--- config.mk ---
export PLATFORM = sky130hd
export DESIGN_NAME = wb_select_stage
export DESIGN_NICKNAME = d
export VERILOG_FILES = /design/src/rtl/wb_pkg.sv /design/src/rtl/wb_src_mux.sv /design/src/rtl/wb_select_stage.sv
export SDC_FILE = /design/constraint.sdc
export NUM_CORES = 1
export LEC_CHECK = 0
export CORE_MARGIN = 2
export CORE_UTILIZATION = 41
export CTS_BUF_LIST = sky130_fd_sc_hd__clkbuf_16
export DETAILED_ROUTE_END_ITERATION = 12
export PLACE_DENSITY = 0.87
export SLEW_MARGIN = 20
export SYNTH_ARGS = -nofsm -noshare
export SYNTH_HDL_FRONTEND = slang
export SYNTH_SLANG_ARGS = --single-unit
--- constraint.sdc ---
create_clock -name clk -period 2.9 [get_ports clk]
set_input_delay 0.725 -clock clk [delete_from_list [all_inputs] [get_ports clk]]
set_output_delay 0.725 -clock clk [all_outputs]
set_load 0.1 [all_outputs]
--- src/rtl/wb_pkg.sv ---
// ============================================================================
// Module  : wb_pkg
// Brief   : Shared types and constants for the write-back select stage.
// Rev     : 1.0  initial release
// ============================================================================
`default_nettype none

package wb_pkg;

    typedef enum logic [0:0] {
        IDLE     = 1'b0,
        WAIT_MEM = 1'b1
    } wb_state_t;

    localparam int SRC_ALU   = 0;
    localparam int SRC_SHIFT = 1;
    localparam int SRC_HI    = 2;
    localparam int SRC_LO    = 3;

    localparam int LINK_REG_DEF    = 31;
    localparam int LINK_OFFSET_DEF = 8;

endpackage

`default_nettype wire

--- src/rtl/wb_src_mux.sv ---
// ============================================================================
// Module  : wb_src_mux
// Brief   : Combinational N-way lane select with link override and
//           out-of-range zero.
// Rev     : 1.0  initial release
// ============================================================================
`default_nettype none

module wb_src_mux #(
    parameter int DATA_W      = 32,
    parameter int NSRC        = 4,
    parameter int LINK_OFFSET = 8,
    parameter int SEL_W       = $clog2(NSRC + 1)
) (
    input  logic [SEL_W-1:0]       i_sel,
    input  logic [NSRC*DATA_W-1:0] i_lanes,
    input  logic [DATA_W-1:0]      i_mem_data,
    input  logic [DATA_W-1:0]      i_pc,
    input  logic                   i_link,
    output logic [DATA_W-1:0]      o_data
);

    localparam logic [SEL_W-1:0] c_MEM_SEL = SEL_W'(NSRC);

    // Selector codes above NSRC fall through every arm and yield zero.
    always_comb begin
        o_data = '0;
        if (i_link) begin
            o_data = i_pc + DATA_W'(LINK_OFFSET);
        end else if (i_sel == c_MEM_SEL) begin
            o_data = i_mem_data;
        end else begin
            for (int k = 0; k < NSRC; k++) begin
                if (i_sel == SEL_W'(k)) begin
                    o_data = i_lanes[k*DATA_W +: DATA_W];
                end
            end
        end
    end

endmodule

`default_nettype wire

--- src/rtl/wb_select_stage.sv ---
// ============================================================================
// Module  : wb_select_stage
// Brief   : Registered WB-stage selector with handshake, load wait, flush and
//           r0 suppression. Define WB_FWD_EN to add the fwd_* outputs.
// Rev     : 1.0  initial release
// ============================================================================
`default_nettype none

module wb_select_stage
    import wb_pkg::*;
#(
    parameter int DATA_W      = 32,
    parameter int NSRC        = 4,
    parameter int REG_AW      = 5,
    parameter int LINK_OFFSET = LINK_OFFSET_DEF,
    parameter int LINK_REG    = LINK_REG_DEF
) (
    input  logic                         clk,
    input  logic                         reset,
    input  logic                         in_valid,
    output logic                         in_ready,
    input  logic [$clog2(NSRC+1)-1:0]    in_sel,
    input  logic [NSRC*DATA_W-1:0]       in_data,
    input  logic [DATA_W-1:0]            in_pc,
    input  logic                         in_link,
    input  logic [REG_AW-1:0]            in_rd,
    input  logic                         in_wen,
    input  logic [DATA_W-1:0]            mem_data,
    input  logic                         mem_ready,
    input  logic                         flush,
    output logic                         out_valid,
    output logic [DATA_W-1:0]            out_data,
    output logic [REG_AW-1:0]            out_rd,
    output logic                         out_wen
`ifdef WB_FWD_EN
    ,
    output logic                         fwd_valid,
    output logic [REG_AW-1:0]            fwd_rd,
    output logic [DATA_W-1:0]            fwd_data
`endif
);

    localparam int                 c_SEL_W   = $clog2(NSRC + 1);
    localparam logic [c_SEL_W-1:0] c_MEM_SEL = c_SEL_W'(NSRC);

    wb_state_t          r_state;
    logic [REG_AW-1:0]  r_pend_rd;
    logic               r_pend_wen;
    logic               r_out_valid;
    logic [DATA_W-1:0]  r_out_data;
    logic [REG_AW-1:0]  r_out_rd;
    logic               r_out_wen;

    logic [DATA_W-1:0]  w_sel_data;
    logic [REG_AW-1:0]  w_sel_rd;
    logic               w_accept;
    logic               w_is_mem;
    logic               w_commit;
    logic [DATA_W-1:0]  w_cdata;
    logic [REG_AW-1:0]  w_crd;
    logic               w_cwen;

    wb_src_mux #(
        .DATA_W      (DATA_W),
        .NSRC        (NSRC),
        .LINK_OFFSET (LINK_OFFSET),
        .SEL_W       (c_SEL_W)
    ) u_src_mux (
        .i_sel      (in_sel),
        .i_lanes    (in_data),
        .i_mem_data (mem_data),
        .i_pc       (in_pc),
        .i_link     (in_link),
        .o_data     (w_sel_data)
    );

    assign in_ready = (r_state == IDLE);

    // Commit decode: a pending load completes from mem_data with latched rd/wen.
    always_comb begin
        w_accept = in_valid && in_ready;
        w_is_mem = !in_link && (in_sel == c_MEM_SEL);
        w_sel_rd = in_link ? REG_AW'(LINK_REG) : in_rd;
        w_commit = 1'b0;
        w_cdata  = w_sel_data;
        w_crd    = w_sel_rd;
        w_cwen   = in_wen;
        if (!flush) begin
            if (r_state == WAIT_MEM) begin
                w_commit = mem_ready;
                w_cdata  = mem_data;
                w_crd    = r_pend_rd;
                w_cwen   = r_pend_wen;
            end else begin
                w_commit = w_accept && !(w_is_mem && !mem_ready);
            end
        end
    end

    always_ff @(posedge clk or posedge reset) begin
        if (reset) begin
            r_state     <= IDLE;
            r_pend_rd   <= '0;
            r_pend_wen  <= 1'b0;
            r_out_valid <= 1'b0;
            r_out_data  <= '0;
            r_out_rd    <= '0;
            r_out_wen   <= 1'b0;
        end else begin
            r_out_valid <= w_commit;
            r_out_wen   <= w_commit && w_cwen && (w_crd != '0);
            if (w_commit) begin
                r_out_data <= w_cdata;
                r_out_rd   <= w_crd;
            end
            if (flush) begin
                r_state <= IDLE;
            end else begin
                case (r_state)
                    IDLE: begin
                        if (w_accept && w_is_mem && !mem_ready) begin
                            r_state    <= WAIT_MEM;
                            r_pend_rd  <= in_rd;
                            r_pend_wen <= in_wen;
                        end
                    end
                    WAIT_MEM: begin
                        if (mem_ready) begin
                            r_state <= IDLE;
                        end
                    end
                endcase
            end
        end
    end

    assign out_valid = r_out_valid;
    assign out_data  = r_out_data;
    assign out_rd    = r_out_rd;
    assign out_wen   = r_out_wen;

`ifdef WB_FWD_EN
    logic               r_fwd_valid;
    logic [REG_AW-1:0]  r_fwd_rd;
    logic [DATA_W-1:0]  r_fwd_data;

    // Only real register writes are remembered for forwarding.
    always_ff @(posedge clk or posedge reset) begin
        if (reset) begin
            r_fwd_valid <= 1'b0;
            r_fwd_rd    <= '0;
            r_fwd_data  <= '0;
        end else if (flush) begin
            r_fwd_valid <= 1'b0;
        end else if (w_commit && w_cwen && (w_crd != '0)) begin
            r_fwd_valid <= 1'b1;
            r_fwd_rd    <= w_crd;
            r_fwd_data  <= w_cdata;
        end
    end

    assign fwd_valid = r_fwd_valid;
    assign fwd_rd    = r_fwd_rd;
    assign fwd_data  = r_fwd_data;
`endif

endmodule

`default_nettype wire

==> out/results.md, run 1 <==
### Worst setup path
- startpoint type of the worst setup path: input port
- reg-to-reg startpoint: r_state
- nature of the critical path endpoint: register
- setup slack of the worst register-to-register path: 0.63 ns
- CP Data Required Time: 3.05 ns
- maximum fanout encountered on the critical timing path: 4
- Worst Setup EP: out_data[21]
- arrival time reported for the critical path endpoint: 2.83 ns
- category of the critical setup timing path: in2reg
- Reg-to-Reg End: out_data[22]
- start point of the critical path: in_pc[4]
- depth of the most critical reg-to-reg path: 7

### Global route
- antenna violations before repair: 1
- remaining global-route overflow: 0
- maximum number of pins on one net before global-route repair: 47
- gr usage total: 0.314
- vias in the first global route: 5,008
- wire length of the first global-routing pass: 25.5 mm

### Timing
- Final setup violation count: 0
- worst-case headroom to the max-slew limit: 0.644
- TNS Setup: 0 ns
- Max Transition Viols Final: 0
- final critical path time including I/O delays and setup: 2.68 ns
- setup repair after global routing missed its margin: false
- transition at the pin with the smallest max-transition slack: 0.533 ns
- upper clock frequency limit: 373 MHz
- worst-case setup margin in the final layout: 0.218 ns
- period utilization: 0.925
- setup clock skew after layout: 0.00924 ns
- final number of hold-violating endpoints: 0

### Route
- antenna violation net count after detailed routing: 0
- Routed WL: 16.8 mm
- DRC violation count after routing: 0
- first-pass iteration count of the detailed router: 5
- detailed-route vias per instance: 5.86
- Avg WL per Cell: 19.6 µm
- via count: 5,019
- number of design-rule violations left by the first detailed-router iteration: 433

### Yosys
- share of Yosys cell area claimed by the top area cell type: 0.288
- share of flip-flops with an asynchronous set or reset after synthesis: 1.00
- post-synthesis cell area: 4000 µm²
- dominant cell by count in the synthesized netlist: dfrtp_1
- synthesized netlist net count: 671
- cell count after synthesis: 463
- largest area contributor in the netlist: dfrtp_1
- register area share after synthesis: 0.288
- leading post-synthesis cells by instance count: 46 x dfrtp_1, 45 x o21ai_0, 42 x nand2_1
- dominant register cell in the synthesized netlist: dfrtp_1
- synth top area cells: dfrtp_1 29%, mux4_2 12%, o21ai_0 5.6%
- Post-synth EDFFs: 0
- count of yosys warnings during synthesis: 0
- number of distinct library cell variants in the gate-level netlist after synthesis: 54
- total of flip-flops plus latches after synthesis: 46
- mean instance size in the synthesized netlist: 8.64 µm²

### Floorplan
- core box area: 9640 µm²
- y dimension of the die: 103 µm
- number of standard-cell rows in the floorplan: 36
- starting utilization of the core area: 0.415
- I/O pin total: 247
- width of the die: 103 µm
- die area: 10,600 µm²

### Clock tree
- Reg clk slew, reported paths: 0.07 ns
- root buffer selected by CTS: clkbuf_16
- sink count of the clock tree: 46
- clock tree from TritonCTS: built
- number of buffers added for setup after CTS: 0
- largest buffer count on any clock path: 2
- H-tree depth: 2
- # resized after CTS: 0
- number of buffers added by the clock tree synthesis step: 5
- number of buffers added to fix hold violations after cts: 0
- insertion delay of the later-clocked pin in the worst-skew pair: 0.29 ns

### Cells and area
- fraction of layout instances using a drive strength above 1: 0.181
- total number of nets in the final design: 932
- antenna fix cells: 0
- Final Instance Area: 6880 µm²
- relative area change from synthesis to final layout: 71.9%
- fin util: 0.713

### Status
- outcome: finished clean

### Placed design
- last weighted congestion value of the routability-driven placer: 0.943
- post-DP HPWL: 13.8 mm
- Placement Cell Area: 6740 µm²
- setup slack at placement: -0.0842 ns
- total of buffers placed on input and output ports: 246

### Hold path
- Worst Hold Path Cells: 2
- HP Class: reg2reg

### Power and ir drop
- overall power after layout: 2.91 mW
- leakage power of the design: 2.74 nW
- worst-case vdd ir drop: 0.000277 V
- Pwr per Cell Area: 423 nW/µm²

### Run
- # Max-Cap Violations: 0

## worst max-delay path, stage by stage
cell and delay [ns]:
clkdlybuf4s50_1 0.50, ha_1 0.18, nand3_1 0.12, or4_1 0.60, o31a_1 0.31, a211oi_1 0.24, o221ai_1 0.16
## through the flow
step / std cells / hold slack [ns]
4_1_cts: 857 / 0.486
3_5_place_dp: 850 / 0.472
3_3_place_gp: 850 / 0.464
2_1_floorplan: 463 / 0.480
6_report: 857 / 0.478
5_1_grt: 857 / 0.496
## area by class of cell
class,count,area [µm²]
Inverter,14,52.6
Fill cell,781,2760
Timing Repair Buffer,292,2720
Sequential cell,46,1150
Tap cell,133,166
Clock inverter,2,10.0
Multi-Input combinational cell,365,2660
Clock buffer,5,125
## power breakdown
group          leakage, nW  switching, mW  internal, mW  total (mW)
clock               0.0694          0.235         0.311       0.547
combinational         2.11          0.994         0.563        1.56
sequential           0.562         0.0632         0.739       0.802
total                 2.74           1.29          1.61        2.91
## registers in the layout, summed over array words and instances, names as in the netlist
| signal | flops |
|---|---|
| out_data | 32 |
| out_rd | 5 |
| r_pend_rd | 5 |
| out_valid | 1 |
| out_wen | 1 |
| r_pend_wen | 1 |
| r_state | 1 |
## per-layer routing
| layer | routed length (µm) | GRT usage |
|---|---|---|
| met1 | 6040 | 0.369 |
| met2 | 8430 | 0.560 |
| met3 | 1530 | 0.0685 |
| met4 | 785 | 0.124 |
| met5 | 0 | 0 |
## how the worst min path moves through the flow
stage	to	startpoint	slack (ns)
5_1_grt	out_data[1]	out_data[1]	0.50
6_report	out_data[7]	out_data[7]	0.48
3_5_place_dp	out_data[1]	out_data[1]	0.47
3_3_place_gp	out_data[7]	out_data[7]	0.46
4_1_cts	out_data[1]	out_data[1]	0.49
2_1_floorplan	r_pend_wen	r_pend_wen	0.48
## cell families (layout without fill, tap and decap cells)
group,after synthesis,count (layout),share of synthesized area
AOI/OAI and AO/OA,144,144,0.238
muxes,39,39,0.165
DFF,46,46,0.288
adders and majority gates,1,1,0.00313
and+or+nand+nor,160,160,0.208
buffers and inverters,52,313,0.0522
xor gates and xnor gates,21,21,0.0460
## cell usage in the layout (no fill, tap or decap), drive strengths merged, types with 11 or more instances in the layout
cell / netlist / routed
a211oi: 12 / 12
nand2: 42 / 42
xnor2: 11 / 11
mux4: 21 / 21
mux2i: 11 / 11
buf: 15 / 87
nor3: 17 / 17
a21oi: 24 / 24
clkdlybuf4s50: 0 / 205
o21ai: 45 / 45
dfrtp: 46 / 46
inv: 13 / 13
nor2: 26 / 26
nand3: 18 / 18
(Power assumes the default switching activity.)
==> run 2: changes to the inputs <==
--- a/config.mk
+++ b/config.mk
@@ -5,6 +5,7 @@
 export SDC_FILE = /design/constraint.sdc
 export NUM_CORES = 1
 export LEC_CHECK = 0
+export CAP_MARGIN = 25
 export CORE_MARGIN = 2
 export CORE_UTILIZATION = 41
 export CTS_BUF_LIST = sky130_fd_sc_hd__clkbuf_16
==> results of run 2 <==
The final DEF is identical to that of run 1; final timing and power are the same.
==> run 3: changes to the inputs <==
--- a/config.mk
+++ b/config.mk
@@ -11,6 +11,7 @@
 export CTS_BUF_LIST = sky130_fd_sc_hd__clkbuf_16
 export DETAILED_ROUTE_END_ITERATION = 12
 export PLACE_DENSITY = 0.87
+export REMOVE_ABC_BUFFERS = 1
 export SLEW_MARGIN = 20
 export SYNTH_ARGS = -nofsm -noshare
 export SYNTH_HDL_FRONTEND = slang
==> out/results.md, run 3 (synthesis results as in run 1) <==
### Worst setup path
- cell-by-cell listing of the critical path: clkdlybuf4s50_1 > ha_1 > nand3_1 > or4_1 > o31a_1 > a211oi_1 > o221ai_1
- arrival time reported for the critical path endpoint: 2.90 ns, +0.07 ns
- setup slack of the worst register-to-register path: 0.77 ns, +0.14 ns
- critical path's top delay family: simple AND/OR/NAND/NOR gates
- number of buffers and inverters on the critical path: 1, unchanged
- maximum fanout encountered on the critical timing path: 4, unchanged
- startpoint type of the worst setup path: input port
- start point of the critical path: in_pc[3]
- CP Data Required Time: 3.04 ns, about the same
- nature of the critical path endpoint: register
- depth of the most critical reg-to-reg path: 8, +1
- Reg-to-Reg End: out_data[22]
- reg-to-reg startpoint: r_state
- delay of the slowest critical-path stage: 0.61 ns, about the same
- category of the critical setup timing path: in2reg
- slowest stage cell, crit path: or4_1

### Route
- wire length on met1: 6.10 mm, +1.0%
- max layer used: met4
- Routed WL: 16.6 mm, -1.2%
- via count: 4,965, -1.1%
- DRC violation count after routing: 0, unchanged
- Avg WL per Cell: 19.4 µm, -0.92%
- antenna violation net count after detailed routing: 0, unchanged
- first-pass iteration count of the detailed router: 5, unchanged
- Routed met2 length: 8.59 mm, +1.9%
- detailed-route vias per instance: 5.81, -0.84%
- number of design-rule violations left by the first detailed-router iteration: 304, -30%
- met3 WL post-DR: 1.50 mm, -2.1%

### Power and ir drop
- worst-case vdd ir drop: 0.000273 V, -1.5%
- leakage power of the design: 2.73 nW, -0.30%
- Pwr per Cell Area: 423 nW/µm², +0.11%
- overall power after layout: 2.90 mW, about the same

### Cells and area
- max reg flops: 32, unchanged
- fraction of layout instances using a drive strength above 1: 0.180, -0.000884
- Final Instance Area: 6870 µm², -0.16%
- commonest cells after routing, fill and taps aside: 203 x clkdlybuf4s50_1, 81 x buf_4, 46 x dfrtp_1
- Fill cells: 790, +1.2%
- Register Area: 1150 µm², unchanged
- most common cell after layout, fill and taps aside: clkdlybuf4s50_1
- relative area change from synthesis to final layout: 71.6%
- antenna fix cells: 0, unchanged
- total number of nets in the final design: 929, -0.32%
- area taken by multi-input logic gates: 2660 µm², about the same

### Floorplan
- starting utilization of the core area: 0.415, unchanged
- number of standard-cell rows in the floorplan: 36, unchanged
- core box area: 9640 µm², unchanged
- die area: 10,600 µm², unchanged
- width of the die: 103 µm, unchanged
- I/O pin total: 247, unchanged
- y dimension of the die: 103 µm, unchanged

### Run
- # Max-Cap Violations: 0, unchanged

### Clock tree
- clock tree from TritonCTS: built
- largest buffer count on any clock path: 2, unchanged
- number of buffers added for setup after CTS: 0, unchanged
- root buffer selected by CTS: clkbuf_16
- number of buffers added by the clock tree synthesis step: 5, unchanged
- sink count of the clock tree: 46, unchanged
- Reg clk slew, reported paths: 0.07 ns, about the same
- number of buffers added to fix hold violations after cts: 0, unchanged
- H-tree depth: 2, unchanged
- insertion delay of the later-clocked pin in the worst-skew pair: 0.28 ns, about the same
- # resized after CTS: 0, unchanged

### Hold path
- Worst Hold Path Cells: 2, unchanged
- HP Class: reg2reg
- Worst Hold Path EP: out_data[6]
- Min-Delay Startpoint: out_data[6]

### Placed design
- last weighted congestion value of the routability-driven placer: 0.909, -3.6%
- total of buffers placed on input and output ports: 246, unchanged
- Placement Cell Area: 6720 µm², -0.26%
- post-DP HPWL: 13.6 mm, -2.0%

### Global route
- remaining global-route overflow: 0, unchanged
- antenna violations before repair: 0, -1
- gr usage total: 0.311, -0.00350
- maximum number of pins on one net before global-route repair: 47, unchanged
- wire length of the first global-routing pass: 25.4 mm, -0.49%
- vias in the first global route: 5,073, +1.3%

### Timing
- TNS Setup: 0 ns, unchanged
- Final setup violation count: 0, unchanged
- worst-case headroom to the max-slew limit: 0.596, -0.0480
- Max Transition Viols Final: 0, unchanged
- transition at the pin with the smallest max-transition slack: 0.605 ns, +0.0719 ns
- period utilization: 0.949, +0.0243
- setup repair after global routing missed its margin: false
- final number of hold-violating endpoints: 0, unchanged
- upper clock frequency limit: 363 MHz, -2.6%
- final-layout worst hold slack: 0.483 ns, +0.00421 ns
- final critical path time including I/O delays and setup: 2.75 ns, +0.0705 ns
- setup clock skew after layout: 0.00590 ns, -0.00334 ns

### Status
- outcome: finished clean

## run 3: where the power goes
part / leakage [nW] / switching [mW] / total [mW] / internal [mW]
clock network: 0.0689 / 0.241 / 0.557 / 0.315
logic: 2.10 / 0.991 / 1.55 / 0.561
registers: 0.562 / 0.0571 / 0.795 / 0.738
total: 2.73 / 1.29 / 2.90 / 1.61
## run 3: how the worst max path moves through the flow
| stage | end | slack, ns | cells past startpoint |
|---|---|---|---|
| after floorplan | out_data[21] | -2.55 | 7 |
| after global placement | out_data[21] | -0.02 | 7 |
| after detailed placement | out_data[21] | -0.13 | 7 |
| after CTS | out_data[21] | 0.16 | 7 |
| after global routing | out_data[21] | 0.05 | 7 |
| final | out_data[21] | 0.15 | 7 |
## run 3: tightest hold or removal path, delay by kind of cell, from the launching register on
kind	cells	cell delay, ns
flops	1	0.34
compound gates	1	0.06
simple gates	1	0.05
## run 3: area by class of cell
type,count,area share
clock inverters,3,0.00237
inverters,14,0.00765
clock buffers,5,0.0182
well taps,133,0.0242
multi-input cells,365,0.387
repair buffers,289,0.393
flip-flops and latches,46,0.168
## run 3: through the flow
step           worst slack (ns)  cells  utilization
5_1_grt                  0.0541    855        0.712
2_1_floorplan             -2.55    425            -
6_report                  0.147    855        0.712
3_5_place_dp             -0.132    847        0.698
3_3_place_gp            -0.0151    847        0.698
4_1_cts                   0.163    855        0.712
## run 3: layer usage
| metal | vias up | global-route usage |
|---|---|---|
| met5 | - | 0 |
| met4 | 0 | 0.112 |
| met3 | 39 | 0.0664 |
| met2 | 274 | 0.566 |
| met1 | 2360 | 0.359 |
| li1 | 2292 | - |
